`config.mk`:
```
export PLATFORM = sky130hd
export DESIGN_NAME = sing_io_ctrl
export DESIGN_NICKNAME = d
export VERILOG_FILES = /design/src/rtl/sing_io_ctrl.sv
export SDC_FILE = /design/constraint.sdc
export NUM_CORES = 1
export LEC_CHECK = 0
export BUFFER_PORTS_ARGS = -buffer_cell sky130_fd_sc_hd__buf_2
export CAP_MARGIN = 5
export CORE_MARGIN = 2
export CORE_UTILIZATION = 62
export CTS_CLUSTER_DIAMETER = 60
export DETAILED_ROUTE_END_ITERATION = 16
export MAX_ROUTING_LAYER = met4
export PLACE_DENSITY = 0.85
export SLEW_MARGIN = 25
export SYNTH_ARGS = -nofsm -noshare
export SYNTH_HDL_FRONTEND = slang
export SYNTH_SLANG_ARGS = --single-unit
export TNS_END_PERCENT = 20
```
`constraint.sdc`:
```
create_clock -name clk -period 4.2 [get_ports clk]
set_clock_uncertainty 0.2 [all_clocks]
set_input_delay 0.84 -clock clk [delete_from_list [all_inputs] [get_ports clk]]
set_output_delay 0.84 -clock clk [all_outputs]
set_load 0.1 [all_outputs]
```
`src/rtl/sing_io_ctrl.sv`:
```
// Half-duplex single-wire byte controller: arbitrates a transmitter and a receiver
// onto one tri-state pin, sending or sampling 8 bits MSB first.
module sing_io_ctrl #(
  parameter int BIT_CYCLES  = 4,
  parameter int TURN_CYCLES = 2
) (
  input  logic       clk,
  input  logic       rst,
  input  logic       tx_valid,
  input  logic [7:0] tx_data,
  output logic       tx_ready,
  input  logic       rx_req,
  output logic       rx_grant,
  output logic       rx_valid,
  output logic [7:0] rx_data,
  output logic       io_i,
  output logic       io_t,
  input  logic       io_o,
  output logic       busy
);

  typedef enum logic [1:0] {IDLE, TX, TURN, RX} state_t;

  localparam logic [7:0] LP_BIT_LAST  = 8'(BIT_CYCLES - 1);
  localparam logic [7:0] LP_SAMPLE    = 8'(BIT_CYCLES / 2);
  localparam logic [3:0] LP_TURN_LAST = 4'(TURN_CYCLES - 1);

  state_t     r_state;
  state_t     w_nextState;
  logic       r_ioMeta;
  logic       r_ioSync;
  logic [7:0] r_bitCnt;
  logic [2:0] r_bitIdx;
  logic [3:0] r_turnCnt;
  logic [7:0] r_shift;
  logic [7:0] r_rxData;
  logic       r_lastRx;

  logic       w_bitEnd;
  logic       w_byteEnd;
  logic       w_sample;
  logic       w_turnEnd;
  logic       w_grantTx;
  logic       w_grantRx;
  logic [7:0] w_rxByte;

  assign w_bitEnd  = (r_bitCnt == LP_BIT_LAST);
  assign w_byteEnd = w_bitEnd && (r_bitIdx == 3'd7);
  assign w_sample  = (r_bitCnt == LP_SAMPLE);
  assign w_turnEnd = (r_turnCnt == LP_TURN_LAST);

  // r_lastRx set means the receiver won last, so the transmitter wins a tie
  assign w_grantTx = tx_valid && (!rx_req || r_lastRx);
  assign w_grantRx = rx_req && (!tx_valid || !r_lastRx);

  // With BIT_CYCLES=2 the final sample lands on the last RX cycle itself
  assign w_rxByte = w_sample ? {r_shift[6:0], r_ioSync} : r_shift;
  assign rx_data  = rx_valid ? w_rxByte : r_rxData;

  always_ff @(posedge clk) begin
    if (rst) begin
      r_ioMeta <= 1'b0;
      r_ioSync <= 1'b0;
    end else begin
      r_ioMeta <= io_o;
      r_ioSync <= r_ioMeta;
    end
  end

  always_ff @(posedge clk) begin
    if (rst) begin
      r_state   <= IDLE;
      r_bitCnt  <= 8'd0;
      r_bitIdx  <= 3'd0;
      r_turnCnt <= 4'd0;
      r_shift   <= 8'd0;
      r_rxData  <= 8'd0;
      r_lastRx  <= 1'b1;
    end else begin
      r_state <= w_nextState;
      case (r_state)
        IDLE: begin
          r_bitCnt  <= 8'd0;
          r_bitIdx  <= 3'd0;
          r_turnCnt <= 4'd0;
          if (w_grantTx) begin
            r_shift  <= tx_data;
            r_lastRx <= 1'b0;
          end else if (w_grantRx) begin
            r_shift  <= 8'd0;
            r_lastRx <= 1'b1;
          end
        end
        TX: begin
          if (w_bitEnd) begin
            r_bitCnt <= 8'd0;
            r_bitIdx <= r_bitIdx + 3'd1;
            r_shift  <= {r_shift[6:0], 1'b0};
          end else begin
            r_bitCnt <= r_bitCnt + 8'd1;
          end
        end
        TURN: r_turnCnt <= r_turnCnt + 4'd1;
        RX: begin
          if (w_sample) r_shift <= {r_shift[6:0], r_ioSync};
          if (w_bitEnd) begin
            r_bitCnt <= 8'd0;
            r_bitIdx <= r_bitIdx + 3'd1;
          end else begin
            r_bitCnt <= r_bitCnt + 8'd1;
          end
          if (w_byteEnd) r_rxData <= w_rxByte;
        end
        default: r_state <= IDLE;
      endcase
    end
  end

  always_comb begin
    w_nextState = r_state;
    tx_ready    = 1'b0;
    rx_grant    = 1'b0;
    rx_valid    = 1'b0;
    io_t        = 1'b1;
    io_i        = 1'b0;
    busy        = (r_state != IDLE);
    case (r_state)
      IDLE: begin
        if (w_grantTx) begin
          tx_ready    = 1'b1;
          w_nextState = TX;
        end else if (w_grantRx) begin
          rx_grant    = 1'b1;
          w_nextState = RX;
        end
      end
      TX: begin
        io_t = 1'b0;
        io_i = r_shift[7];
        if (w_byteEnd) w_nextState = TURN;
      end
      TURN: if (w_turnEnd) w_nextState = IDLE;
      RX: begin
        if (w_byteEnd) begin
          rx_valid    = 1'b1;
          w_nextState = IDLE;
        end
      end
      default: w_nextState = IDLE;
    endcase
    // Reset forces the pin released and all pulses low in the same cycle
    if (rst) begin
      w_nextState = IDLE;
      tx_ready    = 1'b0;
      rx_grant    = 1'b0;
      rx_valid    = 1'b0;
      io_t        = 1'b1;
      io_i        = 1'b0;
      busy        = 1'b0;
    end
  end

endmodule

```
==> results of run 1 <==
==> cells in the mapped netlist <==
library cell / instances
xnor2_1: 4
nor2_1: 19
buf_12: 1
and4b_1: 1
or2_2: 2
a22oi_1: 2
a31oi_1: 13
o311ai_0: 3
nand4b_1: 1
nor3b_1: 1
a41o_1: 1
nand3_1: 12
mux2_2: 2
buf_6: 1
o21ai_0: 20
nand2_1: 27
nor4_4: 1
mux2i_1: 15
a41oi_1: 8
inv_1: 15
nand3b_1: 2
and3_1: 6
or3_1: 2
xor2_1: 1
nor2b_1: 6
a221oi_1: 7
nor3_1: 5
clkbuf_1: 14
a21oi_1: 6
buf_2: 2
and4_1: 1
nand2b_1: 9
or4_1: 2
o211ai_1: 1
ha_1: 6
nand4_1: 4
o22ai_1: 1
o31a_1: 2
dfxtp_1: 36
o31ai_1: 1
==> worst reg2reg max path, delay by kind of cell (launching register included) <==
family,cells,cell delay (ns)
simple gates,2,0.83
buf+inv,2,0.53
flops,1,0.37
mux,1,0.35
compound gates,1,0.28
==> area by class of cell <==
class | count | area [µm²]
sequential | 36 | 720.7
fill | 299 | 997.2
multi-input combinational | 194 | 1250
clock inverter | 1 | 5.005
clock buffer | 6 | 41.29
tap | 46 | 57.56
timing repair buffer | 33 | 182.7
inverter | 15 | 56.30
==> where the power goes <==
part	switching, mW	internal, mW	leakage (nW)
logic	0.156	0.0784	0.548
clock network	0.115	0.0616	0.0281
registers	0.0356	0.368	0.293
total	0.306	0.509	0.869
==> cells by family (layout without fill, tap and decap cells) <==
family / after synthesis / after routing / synth area share (%)
XOR/XNOR: 5 / 5 / 2.065
AO/OA/AOI/OAI: 65 / 65 / 20.41
flip-flops: 36 / 36 / 33.98
buffers and inverters: 33 / 55 / 7.079
adder cells (fa/ha/maj): 6 / 6 / 3.540
multiplexers: 17 / 17 / 8.141
AND/OR/NAND/NOR: 101 / 101 / 24.78
==> metrics by stage <==
step                      setup TNS, ns  hold slack [ns]
final                                 0           0.2615
after global placement                0           0.2214
after global routing                  0           0.2845
after CTS                             0           0.2663
after detailed placement              0           0.2417
after floorplan                  -3.372           0.2138
==> routing by layer <==
layer  track usage [%]  share of wire (%)  up-vias
met5                 -                  0        -
met4             8.333                1.5        0
met3             4.865                5.5        8
met2             40.19                 46       54
met1             34.54                 47      911
li1                  -                  -     1006
==> path summary, 6_finish.rpt <==
| path | endpoint | slack [ns] | cells after the start |
|---|---|---|---|
| hold reg to reg | r_rxData[7]$_SDFFE_PP0N_ | 0.26 | 2 |
| setup / recovery | rx_data[1] | 0.57 | 6 |
| hold / removal | r_rxData[7]$_SDFFE_PP0N_ | 0.26 | 2 |
| setup reg to reg | r_shift[0]$_SDFFE_PP0P_ | 1.54 | 6 |
==> sequential cells by signal, summed over array words and instances, names as in the netlist <==
signal	cells
r_ioSync	1
r_rxData	8
r_shift	8
r_state	2
r_lastRx	1
r_ioMeta	1
r_bitCnt	8
r_turnCnt	4
r_bitIdx	3
==> out/metrics.csv, run 1 <==
metric,value,unit
status,"finished, final reports clean",
dp_hpwl,3.329,mm
setup_slack,0.5677,ns
yosysTopAreaCell,dfxtp_1,
place_area,2267,µm²
grt_pass1_vias,1778,
layout-drive-gt1-share,15.44,%
gp_congestion,0.8763,
post-route-period-util,86.48,%
worstPathMaxFanout,13,
yosys-top-cells-area,"dfxtp_1 34%, mux2i_1 7.1%, nand2_1 4.8%",
ys_ff_latch,36,
antenna_found_initial,0,
slew_headroom,51.14,%
worst_slew_pin_slew,0.7329,ns
wl_per_cell,14.36,µm
slew_violations,0,
cp_cell_sequence,nor4_4 -> buf_4 -> and3_1 -> mux2i_1 -> o21ai_0 -> buf_2,
final_cell_mix,"36 x dfxtp_1, 27 x nand2_1, 26 x buf_2",
dr.pass1.iters,4,
drc_errors,0,
synth_seq_area_share,33.98,%
yosys.area.top_type_share,33.98,%
initial_core_util,64.06,%
cp.required,3.16,ns
max-cap-violations,0,
synth_cell_types,40,
cp-start-kind,flip-flop,
hold_viol_final,0,
cts_sinks,36,
crit_path_end_kind,output port,
postCtsSetupBuffers,0,
grt_overflow,0,
reg2reg_from,r_bitCnt[6]$_SDFFE_PP0N_,
grtUsageTotal,26.00,%
place_ws,0.9680,ns
cts-root-buf,clkbuf_4,
nets,304,
design_area,2313,µm²
cts_buffers,5,
critPathKind,flip-flop to output port,
grt_setup_unrepaired,no,
syn_inst,263,
hp-start,r_rxData[7]$_SDFFE_PP0N_,
hold_path.class,flip-flop to flip-flop,
slowest_stage,and3_1,
clkTransAtPathRegs,0.10,ns
boundaryPins,27,
cts_resized,0,
final_core_util,69.88,%
power,0.8148,mW
area_growth,9.086,%
worst_setup_path_startpoint,r_bitCnt[6]$_SDFFE_PP0N_,
drtIter0Drc,155,
power_density,352.2,nW/µm²
leakage,0.8695,nW
core.rowCount,21,
routed_wirelength,4.752,mm
finalSetupViolCount,0,
place_inst,324,
path_delay_family,simple AND/OR/NAND/NOR gates,
grt_first_pass_wirelength,8.100,mm
crit_path_max_incr_delay,0.48,ns
cp.arrival,2.59,ns
dieHeight,62.49,µm
drt-vias-per-instance,5.979,
syn_avg_cell_area,8.064,µm²
period_needed,3.632,ns
postRouteAntennaNets,0,
fin_cells,331,
h-tree-depth,2,
via_count,1979,
diodes,0,
yosys_warnings,0,
clkLatencyLatePin,0.35,ns
cts_tree,yes,
final_common_cell,dfxtp_1,
cts_hold_buf,0,
peakVddDrop,0.0002322,V
grt_max_degree,27,
clockBufferDepth,2,
syn_area,2121,µm²
die_width,62.49,µm
die_area,3904,µm²
portBuffers,26,
synthesis.nets,282,
critPathBufInv,2,
core_area,3311,µm²
fmax,275.3,MHz
Note: power is estimated with default switching activity, not from simulation.
==> run 2, diff against run 1 <==
--- a/config.mk
+++ b/config.mk
@@ -11,3 +11,2 @@
 export CORE_UTILIZATION = 62
-export CTS_CLUSTER_DIAMETER = 60
 export DETAILED_ROUTE_END_ITERATION = 16
==> constraint.sdc (replaced) <==
create_clock -name clk -period 4.2 [get_ports clk]
set_clock_uncertainty 0.2 [all_clocks]
set_input_delay 1.05 -clock clk [delete_from_list [all_inputs] [get_ports clk]]
set_output_delay 1.05 -clock clk [all_outputs]
set_load 0.1 [all_outputs]
==> run 2 against run 1 <==
Worst hold slack worse by 0.00090 ns. Total power up 3.4%. Die area unchanged. Combinational power up 4%. Sequential cell count unchanged. First-iteration DRC count down 1.9%. Largest power group unchanged.
==> out/metrics.csv, run 2 (synthesized netlist as in run 1, its figures left out) <==
metric,value,unit
status,"finished, final reports clean",
hold_ws,0.2606,ns
internal-power,0.5290,mW
cp.required,2.95,ns
post-route-period-util,87.11,%
wl_per_cell,14.65,µm
crit_path_max_incr_delay,0.49,ns
core_area,3311,µm²
initial_core_util,64.06,%
hp-start,r_ioMeta$_SDFF_PP0_,
via_count,2056,
cts_hold_buf,0,
layout-drive-gt1-share,16.72,%
pwr-share-clk,23.4,%
dr.pass1.iters,5,
routed_wirelength,4.877,mm
grt_max_degree,31,
grt_first_pass_wirelength,8.211,mm
pwr-share-comb,29.0,%
cts_tree,yes,
swShare,37.20,%
grt_setup_unrepaired,no,
postCtsSetupBuffers,0,
timing.reg2reg.setup_slack,1.62,ns
slowest_stage,and3_1,
grt_pass1_vias,1850,
place_area,2415,µm²
fillCellCount,264,
fmax,273.3,MHz
area_growth,16.75,%
power,0.8422,mW
max-cap-violations,0,
dieHeight,62.49,µm
worst_setup_path_startpoint,r_bitCnt[2]$_SDFFE_PP0N_,
top_regs,"r_bitCnt x8, r_rxData x8, r_shift x8",
boundaryPins,27,
die_width,62.49,µm
h-tree-depth,2,
power_density,340.1,nW/µm²
hold_path.class,flip-flop to flip-flop,
final_common_cell,dfxtp_1,
final_core_util,74.79,%
drtIter0Drc,152,
cp.arrival,2.41,ns
nets,305,
cts-root-buf,clkbuf_4,
portBuffers,26,
fin_cells,333,
drc_errors,0,
cts_resized,0,
peakVddDrop,0.0002909,V
dp_hpwl,3.297,mm
clkLatencyLatePin,0.35,ns
antenna_found_initial,0,
reg2reg_from,r_bitCnt[2]$_SDFFE_PP0N_,
diodes,0,
grt_overflow,0,
clockBufferDepth,2,
core.rowCount,21,
leakage,0.9056,nW
slew_violations,0,
final_cell_mix,"36 x dfxtp_1, 27 x nand2_1, 19 x nor2_1",
gp_congestion,0.9063,
slew_headroom,51.29,%
period_needed,3.658,ns
design_area,2476,µm²
cp-start-kind,flip-flop,
critPathKind,flip-flop to output port,
crit_path_end_kind,output port,
worstPathMaxFanout,16,
place_inst,325,
seq_power_share,47.6,%
cts_buffers,5,
finalSetupViolCount,0,
grtUsageTotal,26.40,%
clkTransAtPathRegs,0.11,ns
worst_slew_pin_slew,0.7307,ns
hold_viol_final,0,
cp_cell_sequence,nor4_4 -> buf_4 -> and3_1 -> mux2i_1 -> o21ai_1 -> buf_12,
cts_sinks,36,
drt-vias-per-instance,6.174,
postRouteAntennaNets,0,
p_sw,0.3133,mW
die_area,3904,µm²
## run 2: cell types whose count changed in the layout (fill, tap and decap cells not counted), moves of 7 or more
| cell | before | now |
|---|---|---|
| buf_12 | 0 | 9 |
| o21ai_0 | 19 | 12 |
| o21ai_1 | 1 | 8 |
| buf_2 | 26 | 17 |
## run 2: area by class of cell
cell class	instances	area [µm²]	area share [%]
multi-input combinational	194	1255	50.68
inverter	15	56.30	2.274
tap	46	57.56	2.324
sequential	36	720.7	29.11
timing repair buffer	34	325.3	13.14
clock buffer	6	51.30	2.072
clock inverter	2	10.01	0.4042
## run 2: path summary, 6_finish.rpt
check	end	depth (start not counted)
setup / recovery	rx_data[1]	6
hold / removal	r_ioSync$_SDFF_PP0_	1
setup reg to reg	r_shift[0]$_SDFFE_PP0P_	6
hold reg to reg	r_ioSync$_SDFF_PP0_	1
## run 2: critical path, delay by kind of cell, from the launching register on
| family | cells | cell delay [ns] |
|---|---|---|
| and+or+nand+nor | 2 | 0.72 |
| buffers and inverters | 2 | 0.44 |
| DFF | 1 | 0.41 |
| muxes | 1 | 0.35 |
| AOI/OAI and AO/OA | 1 | 0.14 |
## run 2: layer usage
metal	up-vias	part of all wire, %	global-route usage, %	wire, µm
met1	950	43	32.73	2113
met5	-	0	-	0
met4	0	1.6	11.67	76
met3	11	8.0	4.505	392
met2	91	47	42.34	2295
li1	1004	-	-	-
## run 2: through the flow
stage	setup TNS, ns	setup slack (ns)
floorplan	-1.300	-0.1528
global placement	0	0.8859
detailed placement	0	0.8713
CTS	0	0.5527
global route	0	0.3892
finish	0	0.5416
## run 2: power groups by stage
stage | Sequential [mW] | Clock [mW] | Combinational [mW]
4_1_cts | 0.400 | 0.196 | 0.240
3_3_place_gp | 0.407 | 0 | 0.235
6_report | 0.401 | 0.197 | 0.244
3_5_place_dp | 0.408 | 0 | 0.239
2_1_floorplan | 0.395 | 0 | 0.196
5_1_grt | 0.406 | 0.211 | 0.266
==> run 3, diff against run 2 <==
Settings changed: ABC_AREA set to 1.
==> run 3 against run 2 <==
Via count is 0.19% lower. Register-to-register slack better by 0.73 ns. Die area decreased by 1.9%. Clock power increased by 41%. First-iteration DRC count down 2.0%. Sequential cell count unchanged. Critical endpoint is now rx_data[4].
==> out/metrics.csv, run 3 <==
metric,value,unit
status,"finished, final reports clean",
die_width,61.88,µm
diodes,0,
clkTransAtPathRegs,0.11,ns
peakVddDrop,0.0003360,V
hp-start,r_ioMeta$_SDFF_PP0_,
regArea,720.7,µm²
synthXorXnorAreaFrac,0,%
syn_inst,320,
wl_per_cell,10.84,µm
grtUsageTotal,26.38,%
power,0.9427,mW
syn_area,2077,µm²
post-route-period-util,84.34,%
cp_cell_sequence,ha_1 -> nand2_2 -> nor2_4 -> nand3_4 -> nor2_8 -> nand3_1 -> nand2_1 -> buf_2,
final_common_cell,nand2_1,
multi_input_comb_area,1201,µm²
cp.arrival,2.29,ns
nets,367,
synthAdderAreaFrac,3.614,%
synthTopCellsByCount,"98 x nand2_1, 44 x nor2_1, 38 x nand3_1",
gp_congestion,0.8360,
holdPathEnd,r_ioSync$_SDFF_PP0_,
dp_hpwl,3.139,mm
worst_slew_pin_slew,0.4836,ns
place_area,2248,µm²
cts_buffers,5,
hold_viol_final,0,
yosys.area.top_type_share,34.70,%
synth_cell_types,31,
postCtsSetupBuffers,0,
postRouteAntennaNets,0,
clockBufferDepth,2,
grt_first_pass_wirelength,7.258,mm
core_area,3284,µm²
via_count,2052,
leakage,1.143,nW
place_ws,0.7889,ns
setup_tns,0,ns
max-cap-violations,0,
initial_core_util,63.24,%
drtIter0Drc,149,
layout-drive-gt1-share,14.90,%
dieHeight,61.88,µm
antenna_found_initial,0,
cts_resized,0,
hold_path.class,flip-flop to flip-flop,
boundaryPins,27,
crit_path_max_incr_delay,0.41,ns
crit_path_end_kind,output port,
finalSetupViolCount,0,
synth_mux_area_share,0,%
die_area,3829,µm²
slew_headroom,67.98,%
cts_hold_buf,0,
timing.reg2reg.setup_slack,2.35,ns
area_growth,12.83,%
core.rowCount,21,
top_regs,"r_bitCnt x8, r_rxData x8, r_shift x8",
fmax,282.3,MHz
yosysTopAreaCell,dfxtp_1,
drt-vias-per-instance,5.195,
cp-start-kind,flip-flop,
cts-root-buf,clkbuf_4,
path_delay_family,simple AND/OR/NAND/NOR gates,
clkLatencyLatePin,0.36,ns
setup_slack,0.6577,ns
synthSimpleGateAreaFrac,43.19,%
reg2reg_from,r_state[0]$_SDFFE_PP0P_,
design_area,2344,µm²
yosys-top-cells-area,"dfxtp_1 35%, nand2_1 18%, nand3_1 9.2%",
grt_pass1_vias,1732,
min_path_cells,2,
final_cell_mix,"98 x nand2_1, 43 x nor2_1, 38 x nand3_1",
slew_violations,0,
synth-async-reset-ratio,0,%
worstPathMaxFanout,10,
yosys_warnings,0,
grt_max_degree,22,
power_density,402.2,nW/µm²
drc_errors,0,
grt_setup_unrepaired,no,
synth_seq_area_share,34.70,%
synth_compound_area_share,10.66,%
cts_tree,yes,
cts_sinks,36,
critPathKind,flip-flop to output port,
critPathBufInv,1,
syn_avg_cell_area,6.491,µm²
cp.required,2.95,ns
worstRegToRegCells,7,
routed_wirelength,4.280,mm
synth_most_common_cell,nand2_1,
synthesis.nets,339,
portBuffers,26,
r2r-end,r_shift[2]$_SDFFE_PP0P_,
dr.pass1.iters,4,
ys_ff_latch,36,
ys.flop_type,dfxtp_1,
synth_edf_count,0,
synth_top_family_by_area,simple AND/OR/NAND/NOR gates,
slowest_stage,buf_2,
grt_overflow,0,
h-tree-depth,2,
period_needed,3.542,ns
fillCellCount,295,
-- run 3: cell count changes after synthesis, sizes merged, moves of 5 or more --
cell    change
a221oi      -7
nand2b      -9
nor2b       -6
and3        -6
clkbuf     -12
nand3      +27
nor2       +32
inv        +16
a41oi       -8
nand3b      +5
a21oi       +9
a31oi      -13
mux2i      -15
nand2      +74
-- run 3: worst max path at each step --
stage,from,to,cells after the start
finish,r_bitCnt[1]$_SDFFE_PP0N_,rx_data[4],8
global placement,rx_req,tx_ready,7
CTS,r_bitCnt[1]$_SDFFE_PP0N_,rx_data[4],8
floorplan,rst,io_i,5
detailed placement,rx_req,tx_ready,7
global route,r_bitCnt[1]$_SDFFE_PP0N_,rx_data[7],8
-- run 3: cell type report --
type | count | share of cell area, %
multi-input cells | 245 | 51.25
clock inverters | 1 | 1.281
repair buffers | 29 | 6.514
flip-flops and latches | 36 | 30.75
clock buffers | 7 | 2.776
inverters | 31 | 4.965
well taps | 46 | 2.456
-- run 3: where the power goes --
group	switching, mW	internal [mW]
clock	0.120	0.158
combinational	0.192	0.0819
sequential	0.0211	0.370
total	0.333	0.610
-- run 3: stage by stage --
| step | std cells | hold WS, ns | utilization, % |
|---|---|---|---|
| final | 395 | 0.2102 | 71.35 |
| after global routing | 395 | 0.2508 | 71.35 |
| after CTS | 395 | 0.2102 | 71.35 |
| after detailed placement | 387 | 0.1965 | 68.46 |
| after global placement | 387 | 0.1929 | 68.46 |
| after floorplan | 320 | 0.1883 | - |
-- run 3: per-layer routing --
metal / part of all wire (%) / global-route usage [%] / up-vias
met1: 45 / 30.69 / 920
li1: - / - / 1082
met3: 3.6 / 5.590 / 7
met4: 1.8 / 9.119 / 0
met5: 0 / - / -
met2: 50 / 44.96 / 43
-- run 3: cells by family (layout without fill, tap and decap cells) --
| group | after synthesis | count (layout) |
|---|---|---|
| AND/OR/NAND/NOR | 201 | 201 |
| buffers and inverters | 39 | 68 |
| AO/OA/AOI/OAI | 38 | 38 |
| flip-flops | 36 | 36 |
| adder cells (fa/ha/maj) | 6 | 6 |
-- run 3: worst min-delay path, cell delays in order (launching register included) --
cell	delay (ns)
dfxtp_1	0.31
inv_1	0.04
nor2_1	0.03
